<file path="config.mk">
export PLATFORM = sky130hd
export DESIGN_NAME = sha256_round_engine_flat
export DESIGN_NICKNAME = d
export VERILOG_FILES = /design/src/rtl/sha256_round_engine_if.sv /design/src/rtl/sha256_round_engine.sv /design/src/flat_wrapper.sv
export SDC_FILE = /design/constraint.sdc
export NUM_CORES = 2
export LEC_CHECK = 0
export BUFFER_PORTS_ARGS = -buffer_cell sky130_fd_sc_hd__buf_2
export CELL_PAD_IN_SITES_DETAIL_PLACEMENT = 0
export CELL_PAD_IN_SITES_GLOBAL_PLACEMENT = 1
export CORE_MARGIN = 10
export CORE_UTILIZATION = 45
export CTS_CLUSTER_SIZE = 12
export DETAILED_ROUTE_END_ITERATION = 8
export PLACE_DENSITY_LB_ADDON = 0.1
export REMOVE_ABC_BUFFERS = 1
export SLEW_MARGIN = 20
export SYNTH_ARGS = -nofsm -noshare
export SYNTH_HDL_FRONTEND = slang
export SYNTH_SLANG_ARGS = --single-unit
</file>
<file path="constraint.sdc">
create_clock -name clk -period 46.5 [get_ports clk]
set_input_delay 4.65 -clock clk [delete_from_list [all_inputs] [get_ports clk]]
set_output_delay 4.65 -clock clk [all_outputs]
set_load 0.01 [all_outputs]
</file>
<file path="src/rtl/sha256_round_engine_if.sv">
// Block-feed / digest bus for sha256_round_engine.
// The master (upstream feed logic) presents a block and a chaining value with
// a start request. The slave (round engine) reports busy, a one-cycle done
// pulse and the resulting hash.
//   start    : request, only honoured while the engine is idle
//   block_in : 512-bit message block, word0 in [511:480]
//   hash_in  : 256-bit chaining value, H0 in [255:224]
//   busy     : engine is running rounds or the final addition
//   done     : one-cycle pulse, hash_out valid from this cycle on
//   hash_out : 256-bit result, held until the next completed block
interface sha256_round_engine_if;
  logic         start;
  logic [511:0] block_in;
  logic [255:0] hash_in;
  logic         busy;
  logic         done;
  logic [255:0] hash_out;

  modport master (
    output start, block_in, hash_in,
    input  busy, done, hash_out
  );

  modport slave (
    input  start, block_in, hash_in,
    output busy, done, hash_out
  );
endinterface

</file>
<file path="src/rtl/sha256_round_engine.sv">
// Iterative SHA-256 compression core, one round per clock.
// Ports:
//   clk   : system clock, rising edge
//   rst   : asynchronous active-high reset
//   bus   : block-feed / digest bus (slave side)
//   k_in  : round constant returned combinationally by the K ROM
//   k_sel : K ROM index, round counter while running rounds, else K_SEL_IDLE
// The message schedule is kept as a 16-word sliding window: W[0] is the word
// consumed this round and W[15] receives the next expanded word.
module sha256_round_engine #(
  parameter int         NUM_ROUNDS = 64,
  parameter logic [6:0] K_SEL_IDLE = 7'h7F
) (
  input  logic                       clk,
  input  logic                       rst,
  sha256_round_engine_if.slave       bus,
  input  logic [31:0]                k_in,
  output logic [6:0]                 k_sel
);

  localparam logic [1:0] IDLE  = 2'd0;
  localparam logic [1:0] ROUND = 2'd1;
  localparam logic [1:0] FINAL = 2'd2;

  localparam logic [6:0] LAST_RND = 7'(NUM_ROUNDS - 1);

  logic [1:0]   state_reg;
  logic [6:0]   rnd_reg;
  logic         done_reg;
  logic [255:0] hash_out_reg;
  logic [31:0]  wv_reg [0:7];   // working variables a..h
  logic [31:0]  hs_reg [0:7];   // chaining value saved at start
  logic [31:0]  w_reg  [0:15];  // message schedule window

  logic [31:0]  hin_w  [0:7];
  logic [31:0]  blk_w  [0:15];
  logic [255:0] final_sum;
  logic [31:0]  t1, t2, w_new;

  function automatic logic [31:0] big_sigma0(input logic [31:0] x);
    return {x[1:0], x[31:2]} ^ {x[12:0], x[31:13]} ^ {x[21:0], x[31:22]};
  endfunction

  function automatic logic [31:0] big_sigma1(input logic [31:0] x);
    return {x[5:0], x[31:6]} ^ {x[10:0], x[31:11]} ^ {x[24:0], x[31:25]};
  endfunction

  function automatic logic [31:0] small_sigma0(input logic [31:0] x);
    return {x[6:0], x[31:7]} ^ {x[17:0], x[31:18]} ^ {3'b000, x[31:3]};
  endfunction

  function automatic logic [31:0] small_sigma1(input logic [31:0] x);
    return {x[16:0], x[31:17]} ^ {x[18:0], x[31:19]} ^ {10'b0, x[31:10]};
  endfunction

  // Unpack the big-endian buses into words and pack the final sum back.
  genvar gi;
  generate
    for (gi = 0; gi < 8; gi++) begin : g_hash_words
      assign hin_w[gi] = bus.hash_in[255 - 32*gi -: 32];
      assign final_sum[255 - 32*gi -: 32] = hs_reg[gi] + wv_reg[gi];
    end
    for (gi = 0; gi < 16; gi++) begin : g_block_words
      assign blk_w[gi] = bus.block_in[511 - 32*gi -: 32];
    end
  endgenerate

  // Round datapath: a=wv[0] ... h=wv[7]
  assign t1 = wv_reg[7] + big_sigma1(wv_reg[4])
            + ((wv_reg[4] & wv_reg[5]) ^ (~wv_reg[4] & wv_reg[6]))
            + k_in + w_reg[0];
  assign t2 = big_sigma0(wv_reg[0])
            + ((wv_reg[0] & wv_reg[1]) ^ (wv_reg[0] & wv_reg[2]) ^ (wv_reg[1] & wv_reg[2]));

  // Expanding every round is harmless: words produced after round 47 are
  // never consumed, so no special case for the first 16 rounds is needed.
  assign w_new = small_sigma1(w_reg[14]) + w_reg[9] + small_sigma0(w_reg[1]) + w_reg[0];

  assign k_sel        = (state_reg == ROUND) ? rnd_reg : K_SEL_IDLE;
  assign bus.busy     = (state_reg == ROUND) || (state_reg == FINAL);
  assign bus.done     = done_reg;
  assign bus.hash_out = hash_out_reg;

  always_ff @(posedge clk or posedge rst) begin
    if (rst) begin
      state_reg    <= IDLE;
      rnd_reg      <= 7'd0;
      done_reg     <= 1'b0;
      hash_out_reg <= '0;
      for (int i = 0; i < 8; i++) begin
        wv_reg[i] <= '0;
        hs_reg[i] <= '0;
      end
      for (int i = 0; i < 16; i++) begin
        w_reg[i] <= '0;
      end
    end else begin
      done_reg <= 1'b0;
      case (state_reg)
        IDLE: begin
          if (bus.start) begin
            for (int i = 0; i < 8; i++) begin
              hs_reg[i] <= hin_w[i];
              wv_reg[i] <= hin_w[i];
            end
            for (int i = 0; i < 16; i++) begin
              w_reg[i] <= blk_w[i];
            end
            rnd_reg   <= 7'd0;
            state_reg <= ROUND;
          end
        end
        ROUND: begin
          wv_reg[0] <= t1 + t2;
          wv_reg[1] <= wv_reg[0];
          wv_reg[2] <= wv_reg[1];
          wv_reg[3] <= wv_reg[2];
          wv_reg[4] <= wv_reg[3] + t1;
          wv_reg[5] <= wv_reg[4];
          wv_reg[6] <= wv_reg[5];
          wv_reg[7] <= wv_reg[6];
          for (int i = 0; i < 15; i++) begin
            w_reg[i] <= w_reg[i + 1];
          end
          w_reg[15] <= w_new;
          rnd_reg   <= rnd_reg + 7'd1;
          if (rnd_reg == LAST_RND) begin
            state_reg <= FINAL;
          end
        end
        FINAL: begin
          hash_out_reg <= final_sum;
          done_reg     <= 1'b1;
          state_reg    <= IDLE;
        end
        default: state_reg <= IDLE;
      endcase
    end
  end

endmodule

</file>
<file path="src/flat_wrapper.sv">
// flat-port wrapper written by rule: the top's interface ports become plain ports
module sha256_round_engine_flat 
#(
  parameter int         NUM_ROUNDS = 64,
  parameter logic [6:0] K_SEL_IDLE = 7'h7F
)
  (clk, rst, k_in, k_sel, bus_start, bus_block_in, bus_hash_in, bus_busy, bus_done, bus_hash_out);
  sha256_round_engine_if bus_i ();
  input  logic clk;
  input  logic rst;
  input  logic [31:0] k_in;
  output logic [6:0] k_sel;
  input wire logic [$bits(bus_i.start)-1:0] bus_start;
  input wire logic [$bits(bus_i.block_in)-1:0] bus_block_in;
  input wire logic [$bits(bus_i.hash_in)-1:0] bus_hash_in;
  output wire logic [$bits(bus_i.busy)-1:0] bus_busy;
  output wire logic [$bits(bus_i.done)-1:0] bus_done;
  output wire logic [$bits(bus_i.hash_out)-1:0] bus_hash_out;
  assign bus_i.start = bus_start;
  assign bus_i.block_in = bus_block_in;
  assign bus_i.hash_in = bus_hash_in;
  assign bus_busy = bus_i.busy;
  assign bus_done = bus_i.done;
  assign bus_hash_out = bus_i.hash_out;
  sha256_round_engine #(.NUM_ROUNDS(NUM_ROUNDS), .K_SEL_IDLE(K_SEL_IDLE)) u_core (.clk(clk), .rst(rst), .bus(bus_i), .k_in(k_in), .k_sel(k_sel));
endmodule
</file>
## Word level (Yosys, flattened, before mapping)

Index checks and enable logic that the tools add are counted.

| storage, ports and cells | value |
|---|---|
| register bits | 1290 |
| logic and storage cells | 94 |

| operators by class | value |
|---|---|
| add/subtract/negate cells | 19 |
| eq/ne operators | 5 |
| muxes and demuxes | 11 |
| bitwise operators | 17 |
| reduce and logical (&&, ||, !) cells | 6 |

Operator list:

| operator | number |
|---|---|
| $pmux 512 s2 | 1 |
| $add 32x32->32 | 18 |
| $mux 512 | 1 |
| $pmux 256 s2 | 1 |
| $xor 32x32->32 | 9 |
| $mux 256 | 1 |
| $and 32x32->32 | 5 |
| $not 32->32 | 1 |
| $xor 32x22->32 | 1 |
| $xor 32x29->32 | 1 |
| $mux 7 | 2 |
| $pmux 7 s2 | 1 |
| $add 7x1->7 const B | 1 |
| $eq 7x6->1 const B | 1 |
| $reduce_and 2->1 | 3 |
| $mux 2 | 2 |
| $ne 2x2->1 const B | 2 |
| $pmux 2 s2 | 1 |
| $eq 2x1->1 const B | 1 |
| $eq 2x2->1 const B | 1 |
| $logic_not 2->1 | 1 |
| $reduce_bool 2->1 | 1 |
| $logic_or 1x1->1 | 1 |
| $mux 1 | 1 |

## Logic depth before layout (Yosys ltp)

| logic depth | value |
|---|---|
| depth after elaboration | 8 |
| depth in mapped cells | 35 |

## Least setup slack after synthesis

OpenSTA, ideal clock, no wires.

| timing | value |
|---|---|
| path type | input to register |
| start point | input port k_in[2] |
| end point | register u_core.wv_reg[255] (netlist name) |
| arrival | 11.039 ns |
| required time | 46.374 ns |
| slack | 35.335 ns |
| cell stages on the path | 32 |
| buffers on the path | 0 |
| cell sequence | inv_1 -> fa_1 -> inv_1 -> fa_1 -> inv_1 -> fa_1 -> inv_1 -> ha_1 -> a21o_1 -> a21o_1 -> a211oi_2 -> o21a_1 -> o21ai_1 -> a21oi_1 -> o21ai_0 -> nor4_1 -> o41ai_1 -> a21oi_1 -> xnor2_1 -> fa_1 -> ha_1 -> a21o_1 -> a21o_1 -> a21o_1 -> a21oi_1 -> o22ai_1 -> nor2_1 -> a211oi_1 -> nand4_1 -> and4b_1 -> xnor3_1 -> a221o_1 |

| on the way | value |
|---|---|
| longest elaborated chain between the ends | 4 |

RTL lines:

| element | line | source |
|---|---|---|
| start, declared | flat_wrapper.sv:11 | `input logic [31:0] k_in;` |
| $add 32x32->32 (2 in a row) | sha256_round_engine.sv:71 | `+ k_in + w_reg[0];` |
| $add 32x32->32 | sha256_round_engine.sv:114 | `wv_reg[0] <= t1 + t2;` |
| $pmux 256 s2 | sha256_round_engine.sv:99 | `case (state_reg)` |
| end signal, assigned by index | sha256_round_engine.sv:104 | `wv_reg[i] <= hin_w[i];` |
| end, declared | sha256_round_engine.sv:31 | `logic [31:0] wv_reg [0:7];` |

No other way between the ends.
A chain may end at the register's enable or synchronous reset.

## Worst setup path in the final report

| timing | value |
|---|---|
| start point | input port k_in[0] |
| end point | register u_core.wv_reg[255] (netlist name) |

Same word-level chain as after synthesis.

==> results.toml <==
[finish]
nFillCells = 16000
utilization_pct = 52.66
largest_reg_flops = 512
area_growth_pct = 16.23
most-common-layout-cells = "1,290 x dfrtp_1, 1,218 x nand2_1, 1,067 x buf_2, 940 x nor2_1, 496 x o21ai_0"
drive_above_1_share_pct = 17.97
instances_no_fill = 11500
multiInputGateArea_um2 = 41510
final_common_cell = "dfrtp_1"
regArea_um2 = 32280
final_nets = 10470

[timing]
hold_slack_ps = 477.4
layout_setup_ws_ps = 35070
finalCriticalPeriod_ps = 11430
min_period_over_period_pct = 24.57
rsz0062_at_grt = "false"
fin_worst_skew_ps = 32.08
fmax_ghz = 0.08751
drv_slew = 0
hold_viol = 0
setup_viol = 0
relSlewSlack_pct = 22.88
worst_pin_slew_ps = 1157

[die]
io_pins = 1068
die_width_um = 433.3
coreArea_um2 = 169700
rows = 151
die_area_um2 = 187800
die_h_um = 433.3
start_util_pct = 45.31

[grt]
grt_pass1_wl_mm = 446.3
grt_pass1_vias = 64780
grt_start_max_net_pins = 252
antenna_found_initial = 177
gr-usage-all-layers_pct = 31.98
grt_remaining_overflow = 0

[clocking]
hold_buffers = 0
clk_path_buf_depth = 3
post_cts_buffers = 0
path_clk_slew_ps = 60
cts_made_buffers = 155
clk_latency_ps = 830
cts_tree = "built"
htreeDepth = 4
cts-root-buf = "clkbuf_16"
post_cts_resized = 0
cts_sinks = 1290

[synthesis]
synth_compound_area_share_pct = 15.31
synth_edf_count = 0
postSynthCellCount = 8274
synth_area_leader_cell = "dfrtp_1"
async_flop_share_pct = 100.0
netlist_area_um2 = 76870
yosysTopAreaCellShare_pct = 41.99
ys.flop_type = "dfrtp_1"
synth-simple-area-share_pct = 13.36
postSynthAreaPerCell_um2 = 9.291
ys_warn_count = 0
synth-xor-area-share_pct = 6.615
muxShareOfSynthArea_pct = 7.098
synthTopCellsByArea = "dfrtp_1 42%, ha_1 6.1%, nand2_1 6.0%"
synthAdderAreaFrac_pct = 11.48
yosysUniqueCellTypes = 79
ys_seq_area_share_pct = 41.99
ys_seq_elements = 1290
synth_top_family_by_area = "compound AO/OA/AOI/OAI gates"

[placed_design]
io_buffers = 1067
dpl_worst_slack_ps = 34280
dp.cells = 11160
dp_hpwl_mm = 240.0
routabilityCongestion = 0.9694

[setup_path]
end_kind = "flip-flop"
start_kind = "primary input"
cp.required_ps = 47190
path_delay_family = "adder cells"
worst-path-max-fanout = 4
cp_slowest_cell = "fa_1"
cp_slowest_stage_delay_ps = 550
critical_path_buf_inv_count = 6
arrival_ps = 12110
path_class = "primary input to flip-flop"

[detailed_routing]
post_drt_wl_per_cell_um = 26.83
wirelength_mm = 308.7
first_pass_iters = 5
via_per_inst = 5.681
drc = 0
drtAntennaViolNets = 0
drtIter0Drc = 5551
vias = 65350

[flow_run]
drv_cap = 0

[worst_hold_path]
hold_class = "flip-flop to flip-flop"

[status]
outcome = "finished, final reports clean"
-- synth_stat cells, drive strengths merged, types with 49 or more instances --
cell type	number
fa	195
nor2	942
nand3	53
o21ai	501
a21oi	424
o22ai	464
mux2i	319
inv	361
ha	376
clkbuf	450
dfrtp	1290
mux2	201
nand2	1221
nor2b	49
nor3	61
xor2	132
a21o	211
xnor2	446
-- metrics by stage --
step	instance area, um2	setup TNS [ps]
6_report	89340	0
5_1_grt	89300	0
4_1_cts	89160	0
3_5_place_dp	83960	0
3_3_place_gp	83960	0
2_1_floorplan	75050	-580310
-- path summary, 6_finish.rpt --
path	start	end	slack, ps	cells past startpoint
setup / recovery	k_in[0]	u_core.wv_reg[255]	35070	33
hold / removal	u_core.w_reg[415]	u_core.w_reg[415]	480	2
setup reg to reg	u_core.wv_reg[123]	u_core.wv_reg[255]	37650	33
hold reg to reg	u_core.w_reg[415]	u_core.w_reg[415]	480	2
max in group asynchronous	rst	u_core.w_reg[239]	38340	7
min in group asynchronous	rst	u_core.bus.hash_out[55]	3860	2
-- worst register-to-register path: cells and delay by family (launching register included) --
family,cells,cell delay [ps]
fa+ha+maj,6,2630
compound gates,16,3070
buf+inv,3,150
flops,1,770
xor+xnor,4,1340
simple gates,4,770
-- cell families (layout without fill, tap and decap cells) --
family	count (synthesis)	after routing
DFF	1290	1290
buffers and inverters	847	1787
xor gates and xnor gates	579	579
muxes	520	520
AOI/OAI and AO/OA	1927	1927
other	0	71
and+or+nand+nor	2518	2518
adders and majority gates	593	593
-- per-layer routing --
layer	track usage, %	wire length (um)	vias to the layer above
met5	0	902	-
met4	15.53	15910	134
met3	7.171	20340	653
met2	53.58	149600	2133
met1	38.86	121900	32290
li1	-	-	30130
-- final cells by class --
| type | instances | area share [%] |
|---|---|---|
| clock buffers | 221 | 5.058 |
| inverters | 361 | 1.532 |
| diodes | 71 | 0.1989 |
| flip-flops and latches | 1290 | 36.13 |
| clock inverters | 56 | 0.7674 |
| multi-input cells | 6137 | 46.47 |
| well taps | 2218 | 3.106 |
| repair buffers | 1149 | 6.740 |
Power is left out: the tool's default activity adds up to more than one toggle a clock period on the data nets, which glitch-free logic cannot reach.
